--- config.mk ---
export PLATFORM = sky130hd
export DESIGN_NAME = pp_pipeline_accel_mul_rr_sched
export DESIGN_NICKNAME = d
export VERILOG_FILES = /design/src/rtl/pp_pipeline_accel_mul_rr_sched.sv
export SDC_FILE = /design/constraint.sdc
export NUM_CORES = 1
export LEC_CHECK = 0
export ABC_CLOCK_PERIOD_IN_PS = 1500
export BUFFER_PORTS_ARGS = -buffer_cell sky130_fd_sc_hd__buf_2
export CORE_AREA = 2 2 80 82
export CTS_CLUSTER_DIAMETER = 80
export DETAILED_ROUTE_END_ITERATION = 10
export DIE_AREA = 0 0 82 84
export PLACE_DENSITY = 0.76
export SLEW_MARGIN = 20
export SYNTH_ARGS = -nofsm -noshare
export SYNTH_HDL_FRONTEND = slang
export SYNTH_SLANG_ARGS = --single-unit
--- constraint.sdc ---
create_clock -name clk -period 1.5 [get_ports clk]
set_clock_uncertainty 0.05 [all_clocks]
set_input_delay 0.225 -clock clk [delete_from_list [all_inputs] [get_ports clk]]
set_output_delay 0.225 -clock clk [all_outputs]
set_load 0.02 [all_outputs]
--- src/rtl/pp_pipeline_accel_mul_rr_sched.sv ---
// Round-robin scheduler sharing one ce-gated pipelined multiplier among NUM_REQ requesters.
// Define PP_MUL_SCHED_PERF_EN to add the issue/stall performance counters and perf_* ports.
module pp_pipeline_accel_mul_rr_sched #(
   parameter int NUM_REQ = 4,
   parameter int A_W     = 16,
   parameter int B_W     = 11,
   parameter int P_W     = A_W + B_W,
   parameter int MUL_LAT = 2,
   localparam int ID_W   = (NUM_REQ > 1) ? $clog2(NUM_REQ) : 1
) (
   input  logic                   clk,
   input  logic                   reset,
   input  logic [NUM_REQ-1:0]     req_valid,
   output logic [NUM_REQ-1:0]     req_ready,
   input  logic [NUM_REQ*A_W-1:0] req_a,
   input  logic [NUM_REQ*B_W-1:0] req_b,
   output logic                   mul_ce,
   output logic [A_W-1:0]         mul_din0,
   output logic [B_W-1:0]         mul_din1,
   input  logic [P_W-1:0]         mul_dout,
   output logic                   res_valid,
   input  logic                   res_ready,
   output logic [ID_W-1:0]        res_id,
   output logic [P_W-1:0]         res_data
`ifdef PP_MUL_SCHED_PERF_EN
   ,
   input  logic                   perf_clr,
   output logic [31:0]            perf_issue_cnt,
   output logic [31:0]            perf_stall_cnt
`endif
);

   logic                w_ce;
   logic                w_gnt_vld;
   logic [ID_W-1:0]     w_gnt_id;
   logic [NUM_REQ-1:0]  w_ready;
   logic                w_xfer;

   logic [ID_W-1:0]     r_ptr;
   logic [MUL_LAT-1:0]  r_vld;
   logic [ID_W-1:0]     r_tag [MUL_LAT];

   // The whole multiplier freezes while a finished result waits downstream.
   assign w_ce = reset | ~(r_vld[MUL_LAT-1] & ~res_ready);

   always_comb begin : p_arb
      logic [ID_W-1:0] sel;
      // NOTE: every combinational output gets a default first so no path leaves it unassigned (no latch).
      sel       = '0;
      w_gnt_vld = 1'b0;
      w_gnt_id  = '0;
      w_ready   = '0;
      mul_din0  = '0;
      mul_din1  = '0;
      for (int i = 1; i <= NUM_REQ; i++) begin
         sel = ID_W'((int'(r_ptr) + i) % NUM_REQ);
         if (!w_gnt_vld && req_valid[sel]) begin
            w_gnt_vld = 1'b1;
            w_gnt_id  = sel;
         end
      end
      if (w_gnt_vld && w_ce && !reset) begin
         w_ready[w_gnt_id] = 1'b1;
         mul_din0          = req_a[w_gnt_id*A_W +: A_W];
         mul_din1          = req_b[w_gnt_id*B_W +: B_W];
      end
   end

   assign w_xfer    = |(req_valid & w_ready);
   assign req_ready = w_ready;
   assign mul_ce    = w_ce;

   // NOTE: state registers use non-blocking assignments so every stage samples pre-edge values.
   always_ff @(posedge clk) begin
      if (reset) begin
         r_ptr <= ID_W'(NUM_REQ - 1);
         r_vld <= '0;
         // NOTE: the tag array is a handful of flops and is cleared so res_id reads 0; the multiplier's data regs stay unreset.
         for (int s = 0; s < MUL_LAT; s++) r_tag[s] <= '0;
      end else if (w_ce) begin
         r_vld[0] <= w_xfer;
         r_tag[0] <= w_gnt_id;
         for (int s = 1; s < MUL_LAT; s++) begin
            r_vld[s] <= r_vld[s-1];
            r_tag[s] <= r_tag[s-1];
         end
         if (w_xfer) r_ptr <= w_gnt_id;
      end
   end

   assign res_valid = r_vld[MUL_LAT-1];
   assign res_id    = r_tag[MUL_LAT-1];
   assign res_data  = mul_dout;

`ifdef PP_MUL_SCHED_PERF_EN
   logic [31:0] r_issue_cnt;
   logic [31:0] r_stall_cnt;

   always_ff @(posedge clk) begin
      if (reset || perf_clr) begin
         r_issue_cnt <= '0;
         r_stall_cnt <= '0;
      end else begin
         if (w_xfer && (r_issue_cnt != 32'hFFFF_FFFF)) r_issue_cnt <= r_issue_cnt + 32'd1;
         if (!w_ce && (r_stall_cnt != 32'hFFFF_FFFF)) r_stall_cnt <= r_stall_cnt + 32'd1;
      end
   end

   assign perf_issue_cnt = r_issue_cnt;
   assign perf_stall_cnt = r_stall_cnt;
`endif

endmodule

Word-level counts from Yosys, hierarchy flattened
Memories as Yosys holds them, arrays and structs flattened.
Cells that the tools add are included.
{"block": "word_totals", "reg_bits": 4, "latchBits": 0, "ramBits": 4, "romBits": 0, "input_bits": 142, "output_inout_bits": 62, "wordCells": 63, "n_memories": 1}
{"block": "op_classes", "add_sub_neg": 4, "n_mul": 1, "div_mod_pow": 0, "order_cmp": 6, "n_eq_ne": 0, "shift": 2, "mux": 28, "bitwise": 7, "reduce_logical": 12}
{"memory": "r_tag", "depth": 2, "word_bits": 2, "read_ports": 2, "rd_ports_with_merged_regs": 0, "wr": 2, "line_no": "41", "rtl": "logic [ID_W-1:0] r_tag [MUL_LAT];"}
{"cell": "$shiftx A64 B7 Y16", "n": 1}
{"cell": "$shiftx A44 B7 Y11", "n": 1}
{"cell": "$mux W16", "n": 1}
{"cell": "$lt A2 B3 Y1 const B", "n": 5}
{"cell": "$mux W1", "n": 14}
{"cell": "$mux W2", "n": 6}
{"cell": "$mux W11", "n": 1}
{"cell": "$bmux W1 S2", "n": 4}
{"cell": "$logic_and A1 B1 Y1", "n": 6}
{"cell": "$mul A2 B4 Y6 const B", "n": 1}
{"cell": "$add A2 B1 Y2 const B", "n": 2}
{"cell": "$add A2 B2 Y2 const B", "n": 2}
{"cell": "$and A4 B4 Y4", "n": 1}
{"cell": "$logic_not A1 Y1", "n": 4}
{"cell": "$mux W4", "n": 1}
{"cell": "$reduce_or A4 Y1", "n": 1}
{"cell": "$or A1 B1 Y1", "n": 3}
{"cell": "$demux W1 S2", "n": 1}
{"cell": "$ge A2 B1 Y1 const B", "n": 1}
{"cell": "$not A1 Y1", "n": 2}
{"cell": "$reduce_and A2 Y1", "n": 1}
{"cell": "$and A1 B1 Y1", "n": 1}

Logic depth before layout (Yosys ltp)
Gate-level depths: netlist of run 1.
{"block": "logic_depth", "ltp_word": 21, "depth_mapped": 7, "depth_no_buf": 4}

Least setup slack after synthesis of run 1
No wires, ideal clock.
{"block": "synth_timing", "path_kind": "reg2out", "start": "reg r_ptr[0]", "end": "out mul_din0[0]", "arrival_time_ns": 1.622, "required_time_ns": 1.225, "path_slack_ns": -0.397, "stages_incl_launch_ff": 6, "path_buffers": 1, "cell_sequence": "dfxtp_1 > nand2_1 > a211oi_4 > clkbuf_1 > o21ai_0 > a31oi_1"}
{"block": "synth_via", "elab_chain_len": 16, "elab_cells_between_ends": 30, "classes_between": "4 x add/sub; 1 x shift; 17 x mux; 8 x reduce/logical"}
{"element": "from (decl)", "line_no": "39", "rtl": "logic [ID_W-1:0] r_ptr;"}
{"element": "from (signal assigned)", "line_no": "76", "rtl": "r_ptr <= ID_W'(NUM_REQ - 1);"}
{"element": "from (signal assigned)", "line_no": "87", "rtl": "if (w_xfer) r_ptr <= w_gnt_id;"}
{"element": "branches (longest 15 deep; another with $add A2 B1 Y2)"}
{"element": "$mux W16 (*)", "line_no": "62", "rtl": "if (w_gnt_vld && w_ce && !reset) begin"}
{"element": "to (decl)", "line_no": "18", "rtl": "output logic [A_W-1:0] mul_din0,"}
Mark *: on every way between the ends. The select of a mux whose other input is x is not followed.

Final worst setup path of run 1
{"block": "layout_timing", "start": "reg r_ptr[1]", "end": "out mul_din0[13]"}
Same word-level chain as after synthesis.

==> summary.txt, run 1 <==
Logic synthesis
  – Cells after Synth: 244
  – Synth warnings: 0
  – Async SR Flop Fraction: 0%
  – Synth unique cells: 29
  – Syn_area_per_cell: 6.70 sq um
  – Syn nets: 386
  – Main synth FF type: edfxtp_1
  – Mapped Area: 1630 sq um
  – Flop and latch count out of synthesis: 8
  – Post-synth EDFFs: 4
  – Register area share after synthesis: 12.3%

Detailed routing
  – Routed len/inst: 16.6 um
  – WL final: 7.58 mm
  – Routed Antenna Nets: 0
  – Drt via density: 5.41
  – DRC violations left: 0
  – Initial DRC Count: 87
  – Via count: 2468
  – Initial DRT Pass Iterations: 4

Setup path
  – Startpoint types: flip-flop
  – CP endpoint kind: output pin
  – Crit path required time: 1.22 ns
  – Crit Path Category: reg2out
  – FF-to-FF End: r_tag[0][1]
  – R2R Setup Slk: -0.14 ns
  – FF-to-FF Start: r_ptr[0]
  – Crit-path max FO: 13
  – Arr. time, crit path: 1.77 ns
  – R2R depth: 6

Clock network
  – CTS tree: built
  – # H-tree levels: 1
  – # clock sinks: 8
  – CTS buffer count: 3
  – Worst-skew pair later-pin latency: 0.23 ns
  – CTS Root Cell: clkbuf_8
  – CTS clk-pin slew, worst paths: 0.04 ns
  – Hold_buf cts: 0
  – Max clock buf depth: 2

Floorplan
  – Rows: 29
  – Core Box Area: 6100 sq um
  – Die W: 82 um
  – Die extent in y: 84 um
  – Num ports: 204
  – Starting density of the core: 26.8%
  – Die area: 6890 sq um

GRT
  – Remaining global-route overflow: 0
  – Largest net degree at the start of global routing: 22
  – First-pass GRT wire length: 11.5 mm
  – Total GRT Usage: 20.9%
  – Antenna violations before repair: 0
  – Vias in the first global route: 2568

STA
  – Count of final hold-check violations: 0
  – RSZ-0062 raised after global routing: yes
  – Setup-failing EPs final: 33
  – Slew HR: 74.9%
  – Final worst-path cycle share: 136%
  – Post-route setup slack: -0.541 ns
  – Slew @ Worst Pin: 0.376 ns
  – Fin. max-slew vios: 0
  – Max Clk Rate: 0.490 GHz
  – Final Critical Period: 2.04 ns

Placement
  – RD Place Congestion: 0.761
  – Placed cell count: 443
  – Port Buf Inserts: 149
  – Detailed placer's ending HPWL: 5.49 mm

Final layout
  – Layout cells sized above 1: 67.5%
  – Fin cells: 456
  – P&R area growth vs syn: 98.5%
  – N_diodes: 0
  – Fin util: 53.2%
  – Final Net Count: 522

Min path
  – Hold_sp: reset
  – Hold crit path type: in2reg
  – Worst hold endpoint: r_vld[1]
  – Hold path depth: 2

Status
  – Status: finished, violations left
  – Failing checks: negative setup slack

Power and ir drop
  – Cell Pwr Density: 653 nW/um^2
  – Worst VDD drop: 0.407 mV
  – Leakage power: 1.36 nW

Job
  – Maxcap violations: 0
==> where the power goes <==
group	internal [W]	switching, W	total (W)
logic	0.000751	0.000811	0.00156
registers	0.000263	0.0000225	0.000285
clock network	0.000184	0.0000869	0.000271
total	0.00120	0.000920	0.00212
==> synth_stat cells, drive strengths merged (3+ instances only) <==
cell type	number	area share [%]
and3	3	1.1
nand2	30	6.9
and2	27	10
buf	47	20
inv	4	0.92
dfxtp	4	4.9
a32oi	27	14
o21ai	34	10
clkbuf	9	2.1
a21oi	3	0.92
nor2b	3	1.1
nor2	8	1.8
edfxtp	4	7.4
a31oi	27	10
nand2b	4	1.5
==> critical path, cell delays in order, from the launching register on <==
cell and delay, ns:
dfxtp_4 0.36, buf_6 0.13, a311o_1 0.35, buf_8 0.18, a32oi_2 0.23, a31oi_4 0.11, buf_4 0.17
==> routing by layer <==
| metal | part of all wire [%] | up-vias | track usage [%] |
|---|---|---|---|
| met5 | 0 | - | 0 |
| met4 | 1.9 | 0 | 7.27 |
| met3 | 7.0 | 23 | 2.38 |
| met2 | 55 | 131 | 39.8 |
| met1 | 36 | 1163 | 22.9 |
| li1 | - | 1151 | - |
==> state kept, by name (all words and copies together) (netlist names) <==
register	count
r_ptr	2
r_tag	4
r_vld	2
==> cell usage in the layout (no fill, tap or decap), types with 2 or more instances in the layout <==
cell type  instances
buf_2            120
buf_4             45
nand2_1           27
and2_1            27
o21ai_1           18
a32oi_2           18
a31oi_2           18
o21ai_0           15
buf_6             11
a31oi_4            9
buf_12             7
nor2_1             5
a32oi_1            5
inv_1              4
a32oi_4            4
edfxtp_1           4
nand2b_1           3
and3_1             3
nand2_2            3
nor2_2             3
clkbuf_8           3
buf_16             3
nor2b_1            2
a21oi_1            2
dfxtp_4            2
dfxtp_1            2
==> timing repair <==
action                                  CTS  global route
endpoints found under the setup margin   33            35
gates resized for setup                  41            49
pin swaps                                 2             6
cloned                                    4             0
setup buffers                             5             0
endpoints found under the hold margin     0             0
==> logic make-up (layout without fill, tap and decap cells) <==
kind of cell	Yosys count	count (layout)	synth area share (%)
flops	8	8	12.3
simple gates	79	79	24.3
buf+inv	60	195	23.1
compound gates	97	97	40.3
==> worst max path at each step <==
stage / to / depth (start not counted) / slack, ns / from
floorplan: mul_din0[0] / 7 / -0.17 / req_valid[0]
global placement: mul_din0[6] / 7 / -0.33 / req_valid[1]
detailed placement: mul_din0[11] / 7 / -0.36 / req_valid[1]
CTS: mul_din0[10] / 6 / -0.55 / r_ptr[0]
global route: mul_din0[13] / 6 / -0.62 / r_ptr[1]
finish: mul_din0[13] / 6 / -0.54 / r_ptr[1]
==> layout make-up <==
| cell class | instances | area [sq um] |
|---|---|---|
| Timing Repair Buffer | 187 | 1300 |
| Inverter | 4 | 15.0 |
| Fill cell | 574 | 2850 |
| Clock buffer | 4 | 45.0 |
| Sequential cell | 8 | 208 |
| Multi-Input combinational cell | 176 | 1580 |
| Tap cell | 77 | 96.3 |
==> per-stage QoR <==
step	TNS, ns	area (sq um)	hold slack, ns	power, W	setup slack [ns]
floorplan	-5.06	2060	0.244	0.00123	-0.174
CTS	-15.29	3130	0.169	0.00203	-0.547
detailed placement	-10.56	2770	0.400	0.00156	-0.360
finish	-15.25	3240	0.170	0.00212	-0.541
global placement	-9.93	2770	0.394	0.00153	-0.330
global route	-17.47	3240	0.177	0.00224	-0.617
Note: power is estimated with default switching activity, not from simulation.
==> run 2, diff against run 1 <==
- ABC_CLOCK_PERIOD_IN_PS: 1500 -> 2200
- CORE_AREA: 2 2 80 82 -> 2 2 78 80
- DIE_AREA: 0 0 82 84 -> 0 0 80 82
- PLACE_DENSITY: 0.76 -> 0.77
- clock period: 1.5 -> 2.2 ns (I/O delays scaled with it)
==> summary.txt, run 2 (synthesis gave the netlist of run 1 again) <==
Setup path
  – Crit Path Category: reg2out
  – Startpoint types: flip-flop
  – Arr. time, crit path: 1.82 ns (+0.05 ns)
  – Critical Path Start: r_ptr[0]
  – FF-to-FF Start: r_ptr[0]
  – CP endpoint kind: output pin
  – Crit-path max FO: 12 (-1)
  – Crit path required time: 1.82 ns (+0.60 ns)

STA
  – Slew @ Worst Pin: 0.364 ns (-0.0126 ns)
  – Fin. max-slew vios: 0 (unchanged)
  – Final worst-path cycle share: 99.9%
  – Slew HR: 75.7% (+0.84 points)
  – Count of final hold-check violations: 0 (unchanged)
  – Final hold slack: 0.264 ns (+0.0939 ns)
  – Final Critical Period: 2.20 ns
  – Max Clk Rate: 0.455 GHz
  – Setup-failing EPs final: 0 (-100%)
  – RSZ-0062 raised after global routing: yes

Clock network
  – CTS clk-pin slew, worst paths: 0.04 ns (about the same)
  – CTS buffer count: 3 (unchanged)
  – # clock sinks: 8 (unchanged)
  – Worst-skew pair later-pin latency: 0.23 ns (about the same)
  – Max clock buf depth: 2 (unchanged)
  – CTS tree: built
  – CTS Root Cell: clkbuf_8
  – Hold_buf cts: 0 (unchanged)
  – # H-tree levels: 1 (unchanged)
  – Setup repair bufs after CTS: 0 (-5)

Final layout
  – P&R area growth vs syn: 53.8%
  – Max reg flops: 4 (unchanged)
  – Biggest regs: r_tag (4), r_ptr (2), r_vld (2)
  – Biggest register: r_tag
  – Fin cells: 435 (-4.6%)
  – N_diodes: 0 (unchanged)
  – Final Net Count: 503 (-3.6%)
  – Highest-count cells in the layout ignoring fill and taps: 147 x buf_2, 32 x o21ai_0, 30 x nand2_1, 27 x and2_1, 27 x a31oi_1
  – Layout cells sized above 1: 51.7% (-16 points)
  – Most common cell after layout, fill and taps aside: buf_2

Detailed routing
  – Routed len/inst: 15.6 um (-6.1%)
  – Via count: 2291 (-7.2%)
  – Metal3 WL: 496 um (-6.2%)
  – Top layer in use: met4
  – Drt via density: 5.27 (-2.7%)
  – DRC violations left: 0 (unchanged)
  – Metal-1 WL: 2.78 mm (+1.5%)
  – WL final: 6.79 mm (-10%)
  – Routed Antenna Nets: 0 (unchanged)
  – DR WL met2: 3.43 mm (-18%)
  – Initial DRT Pass Iterations: 4 (unchanged)
  – Initial DRC Count: 125 (+44%)

Floorplan
  – Die W: 80 um (-2.4%)
  – Die area: 6560 sq um (-4.8%)
  – Die extent in y: 82 um (-2.4%)
  – Num ports: 204 (unchanged)
  – Core Box Area: 5750 sq um (-5.7%)
  – Starting density of the core: 28.4% (+1.6 points)
  – Rows: 28 (-3.4%)

Placement
  – Placed cell count: 430 (-2.9%)
  – RD Place Congestion: 0.810 (+6.4%)
  – Port Buf Inserts: 149 (unchanged)
  – Detailed placer's ending HPWL: 5.24 mm (-4.6%)

Min path
  – Hold_sp: reset
  – Hold crit path type: in2reg

Power and ir drop
  – Cell Pwr Density: 462 nW/um^2 (-29%)
  – Worst VDD drop: 0.254 mV (-38%)
  – Leakage power: 1.19 nW (-13%)

Status
  – Status: finished clean

GRT
  – Largest net degree at the start of global routing: 25 (+14%)
  – First-pass GRT wire length: 9.52 mm (-17%)
  – Vias in the first global route: 1999 (-22%)
  – Remaining global-route overflow: 0 (unchanged)
  – Total GRT Usage: 18.1% (-2.9 points)
  – Antenna violations before repair: 0 (unchanged)

Job
  – Maxcap violations: 0 (unchanged)
run 2: changes by cell type in the layout (fill, tap and decap cells not counted), sizes merged:
cell	previous run	this run
clkbuf	4	5
buf	187	167
run 2: worst paths after layout:
path | to | slack [ns] | depth (start not counted)
max reg2reg | r_tag[0][1] | 0.70 | 5
min reg2reg | r_vld[1] | 0.42 | 2
min | r_vld[1] | 0.26 | 2
max | mul_din0[1] | 0.003 | 6
run 2: power breakdown:
| part | total, W | switching, W | internal (W) |
|---|---|---|---|
| clock network | 0.000185 | 0.0000593 | 0.000126 |
| registers | 0.000196 | 0.0000172 | 0.000179 |
| logic | 0.000780 | 0.000421 | 0.000359 |
| total | 0.00116 | 0.000498 | 0.000663 |
run 2: metrics by stage:
stage,worst slack (ns),setup TNS [ns],cell area (sq um),total power [W],util [%]
finish,0.00300,0,2510,0.00116,43.7
global route,-0.0525,-0.910,2510,0.00123,43.7
CTS,0.0148,0,2410,0.00111,42.0
detailed placement,0.0612,0,2350,0.000908,40.9
global placement,0.0692,0,2350,0.000898,40.9
floorplan,0.107,0,1630,0.000680,-
run 2: routing by layer:
metal / vias up / track usage (%)
li1: 1107 / -
met3: 10 / 2.64
met4: 0 / 4.58
met5: - / 0
met2: 121 / 32.8
met1: 1053 / 22.3
run 2: final cells by class:
| type | instances | area (sq um) |
|---|---|---|
| Multi-Input combinational cell | 176 | 1140 |
| Fill cell | 591 | 3230 |
| Inverter | 4 | 15.0 |
| Sequential cell | 8 | 205 |
| Tap cell | 75 | 93.8 |
| Timing Repair Buffer | 168 | 1010 |
| Clock buffer | 4 | 45.0 |
run 2: critical path, cell delays in order, from the launching register on:
cell      delay, ns
dfxtp_4        0.36
nand2b_4       0.14
a311o_2        0.44
buf_12         0.18
a32oi_1        0.16
a31oi_1        0.13
buf_2          0.18
run 2: repair_timing:
item,in CTS,in global routing
endpoints found under the hold margin,0,0
cloned,0,1
endpoints found under the setup margin,26,26
pin swaps,2,1
gates resized for setup,6,12
==> run 3, diff against run 2 <==
- ABC_AREA: not set -> 1
- CORE_AREA: 2 2 78 80 -> 2 2 79 81
- DIE_AREA: 0 0 80 82 -> 0 0 81 83
- PLACE_DENSITY: 0.77 -> not set
- PLACE_DENSITY_LB_ADDON: not set -> 0.1
==> summary.txt, run 3 <==
Setup path
  – Startpoint types: flip-flop
  – Crit path required time: 1.82 ns (about the same)
  – Max incr delay on CP: 0.41 ns (-0.03 ns)
  – Max stage delay cell, worst path: dfxtp_4
  – Crit Path Category: reg2out
  – Cells along the critical path: nand2_1, nand2_4, buf_4, a21oi_1, nor2_1, nand2_2, nor2_4, buf_12, nand3_1, nand2_1, nor2_1, nor2_2, buf_4
  – R2R Setup Slk: 0.09 ns (-0.61 ns)
  – Arr. time, crit path: 2.19 ns (+0.37 ns)
  – CP endpoint kind: output pin
  – Crit-path max FO: 30 (+18)

STA
  – Post-route setup slack: -0.371 ns (-0.374 ns)
  – Total negative slack: -9.78 ns (-9.78 ns)
  – Fin. max-slew vios: 0 (unchanged)
  – Slew HR: 81.2% (+5.5 points)
  – Count of final hold-check violations: 0 (unchanged)
  – RSZ-0062 raised after global routing: yes
  – Max Clk Rate: 0.389 GHz (-15%)
  – Final Critical Period: 2.57 ns (+0.374 ns)
  – Slew @ Worst Pin: 0.281 ns (-0.0829 ns)
  – Final hold slack: 0.251 ns (-0.0133 ns)
  – Final worst-path cycle share: 117% (+17 points)
  – Setup-failing EPs final: 31 (+31)

GRT
  – Antenna violations before repair: 0 (unchanged)
  – Total GRT Usage: 18.8% (+0.79 points)
  – Largest net degree at the start of global routing: 31 (+24%)
  – First-pass GRT wire length: 10.5 mm (+11%)
  – Remaining global-route overflow: 0 (unchanged)
  – Vias in the first global route: 2447 (+22%)

Clock network
  – CTS Root Cell: clkbuf_8
  – # clock sinks: 8 (unchanged)
  – CTS tree: built
  – Max clock buf depth: 2 (unchanged)
  – Worst-skew pair later-pin latency: 0.23 ns (about the same)
  – Hold_buf cts: 0 (unchanged)
  – CTS buffer count: 3 (unchanged)
  – CTS clk-pin slew, worst paths: 0.04 ns (about the same)
  – # H-tree levels: 1 (unchanged)

Status
  – Failing checks: negative setup slack
  – Status: finished, violations left

Floorplan
  – Die extent in y: 83 um (+1.2%)
  – Num ports: 204 (unchanged)
  – Starting density of the core: 34.3% (+5.8 points)
  – Core Box Area: 5820 sq um (+1.2%)
  – Die area: 6720 sq um (+2.5%)
  – Rows: 28 (unchanged)
  – Die W: 81 um (+1.3%)

Logic synthesis
  – Main synth FF type: edfxtp_1
  – Flop and latch count out of synthesis: 8 (unchanged)
  – XOR/XNOR Fraction of Synth Area: 0% (unchanged)
  – Mapped Area: 1990 sq um (+22%)
  – Async SR Flop Fraction: 0% (unchanged)
  – Adder-Cell Fraction of Synth Area: 0% (unchanged)
  – Largest family of logic cells by synthesized area: simple AND/OR/NAND/NOR gates
  – Share of the synthesized area in the top cell type: 28.9% (+14 points)
  – Synth warnings: 0 (unchanged)
  – Compound-Gate Fraction of Synth Area: 1.95% (-38 points)
  – Mux cell area share after synthesis: 0% (unchanged)
  – Count leader, synth: nand3_1
  – Simple-gate share of the synthesized area: 63.1% (+39 points)
  – Cells after Synth: 369 (+51%)
  – Syn_area_per_cell: 5.40 sq um (-19%)
  – Synth unique cells: 23 (-21%)
  – Area leader, netlist: nand3_1
  – Synth top area cells: nand3_1 29%, nand2_1 16%, buf_4 14%
  – Syn nets: 511 (+32%)
  – Register area share after synthesis: 10.1% (-2.2 points)
  – Post-synth EDFFs: 4 (unchanged)
  – Synth cell count leaders: 115 x nand3_1, 86 x nand2_1, 59 x nor2_1

Final layout
  – N_diodes: 0 (unchanged)
  – Highest-count cells in the layout ignoring fill and taps: 118 x buf_2, 108 x nand3_1, 69 x nand2_1, 42 x nor2_2, 31 x buf_4
  – Layout cells sized above 1: 56.8% (+5.1 points)
  – Most common cell after layout, fill and taps aside: buf_2
  – Biggest register: r_tag
  – Fill cells: 533 (-9.8%)
  – Final Net Count: 652 (+30%)
  – Max reg flops: 4 (unchanged)
  – P&R area growth vs syn: 78.6%
  – Biggest regs: r_tag (4), r_ptr (2), r_vld (2)

Detailed routing
  – Routed Antenna Nets: 0 (unchanged)
  – Initial DRC Count: 101 (-19%)
  – Initial DRT Pass Iterations: 4 (unchanged)
  – Metal3 WL: 608 um (+23%)
  – Drt via density: 4.95 (-6.1%)
  – Routed len/inst: 13.4 um (-14%)
  – Top layer in use: met4
  – WL final: 7.85 mm (+16%)
  – DR WL met2: 4.12 mm (+20%)
  – DRC violations left: 0 (unchanged)
  – Metal-1 WL: 3.04 mm (+9.5%)
  – Via count: 2889 (+26%)

Job
  – Maxcap violations: 0 (unchanged)

Placement
  – Port Buf Inserts: 149 (unchanged)
  – Post-Place Worst Slack: -0.235 ns (-0.296 ns)
  – Detailed placer's ending HPWL: 5.07 mm (-3.3%)
  – RD Place Congestion: 0.799 (-1.4%)

Min path
  – Hold crit path type: in2reg
run 3: cell types whose count changed after synthesis, moves of 4 or more:
| cell | before | now |
|---|---|---|
| nand3_1 | 1 | 115 |
| nand2_1 | 30 | 86 |
| nor2_1 | 8 | 59 |
| o21ai_0 | 32 | 4 |
| a31oi_1 | 27 | 0 |
| a32oi_1 | 27 | 0 |
| and2_1 | 27 | 0 |
| inv_1 | 4 | 13 |
| nand2_2 | 0 | 9 |
| buf_2 | 14 | 7 |
| buf_4 | 31 | 38 |
| clkbuf_1 | 9 | 4 |
| nand2b_1 | 4 | 0 |
run 3: kinds of logic after synthesis:
| family | Yosys count |
|---|---|
| compound gates | 7 |
| buf+inv | 73 |
| flops | 8 |
| simple gates | 281 |
run 3: critical path: cells and delay by family, from the launching register on:
family	cells	cell delay (ns)
buffers and inverters	3	0.48
flip-flops	1	0.41
AND/OR/NAND/NOR	9	1.01
AO/OA/AOI/OAI	1	0.05
run 3: through the flow:
step           area [sq um]  utilization, %  instances
5_1_grt                3560            61.2        584
4_1_cts                3140            54.0        572
3_5_place_dp           2780            47.8        562
3_3_place_gp           2780            47.8        562
2_1_floorplan          2070               -        369
6_report               3560            61.2        584
run 3: repair_timing:
item | in CTS | in global routing
gates cloned | 2 | 8
setup buffers | 5 | 5
endpoints found under the setup margin | 31 | 31
resized for setup | 77 | 59
pin swaps | 6 | 18
run 3: final cells by class:
cell class / count / area [sq um] / area share [%]
clock buffer: 4 / 45.0 / 1.27
inverter: 16 / 75.1 / 2.11
multi-input combinational: 289 / 1620 / 45.6
sequential: 8 / 208 / 5.84
tap: 75 / 93.8 / 2.64
timing repair buffer: 192 / 1510 / 42.5
run 3: worst paths after layout:
| kind | from | endpoint | cells after the start |
|---|---|---|---|
| worst max register to register | r_ptr[0] | r_ptr[1] | 14 |
| worst max-delay path | r_ptr[0] | mul_din0[0] | 13 |
| worst min register to register | r_vld[0] | r_vld[1] | 2 |
| worst min-delay path | reset | r_vld[1] | 2 |
run 3: routing by layer:
metal  global-route usage [%]  up-vias
li1                         -     1464
met1                     20.8     1293
met2                     36.4      122
met3                     2.17       10
met4                     5.24        0
met5                        0        -
Power of run 3 is left out: the tool's default activity adds up to more than one toggle a clock period on the data nets, which glitch-free logic cannot reach.
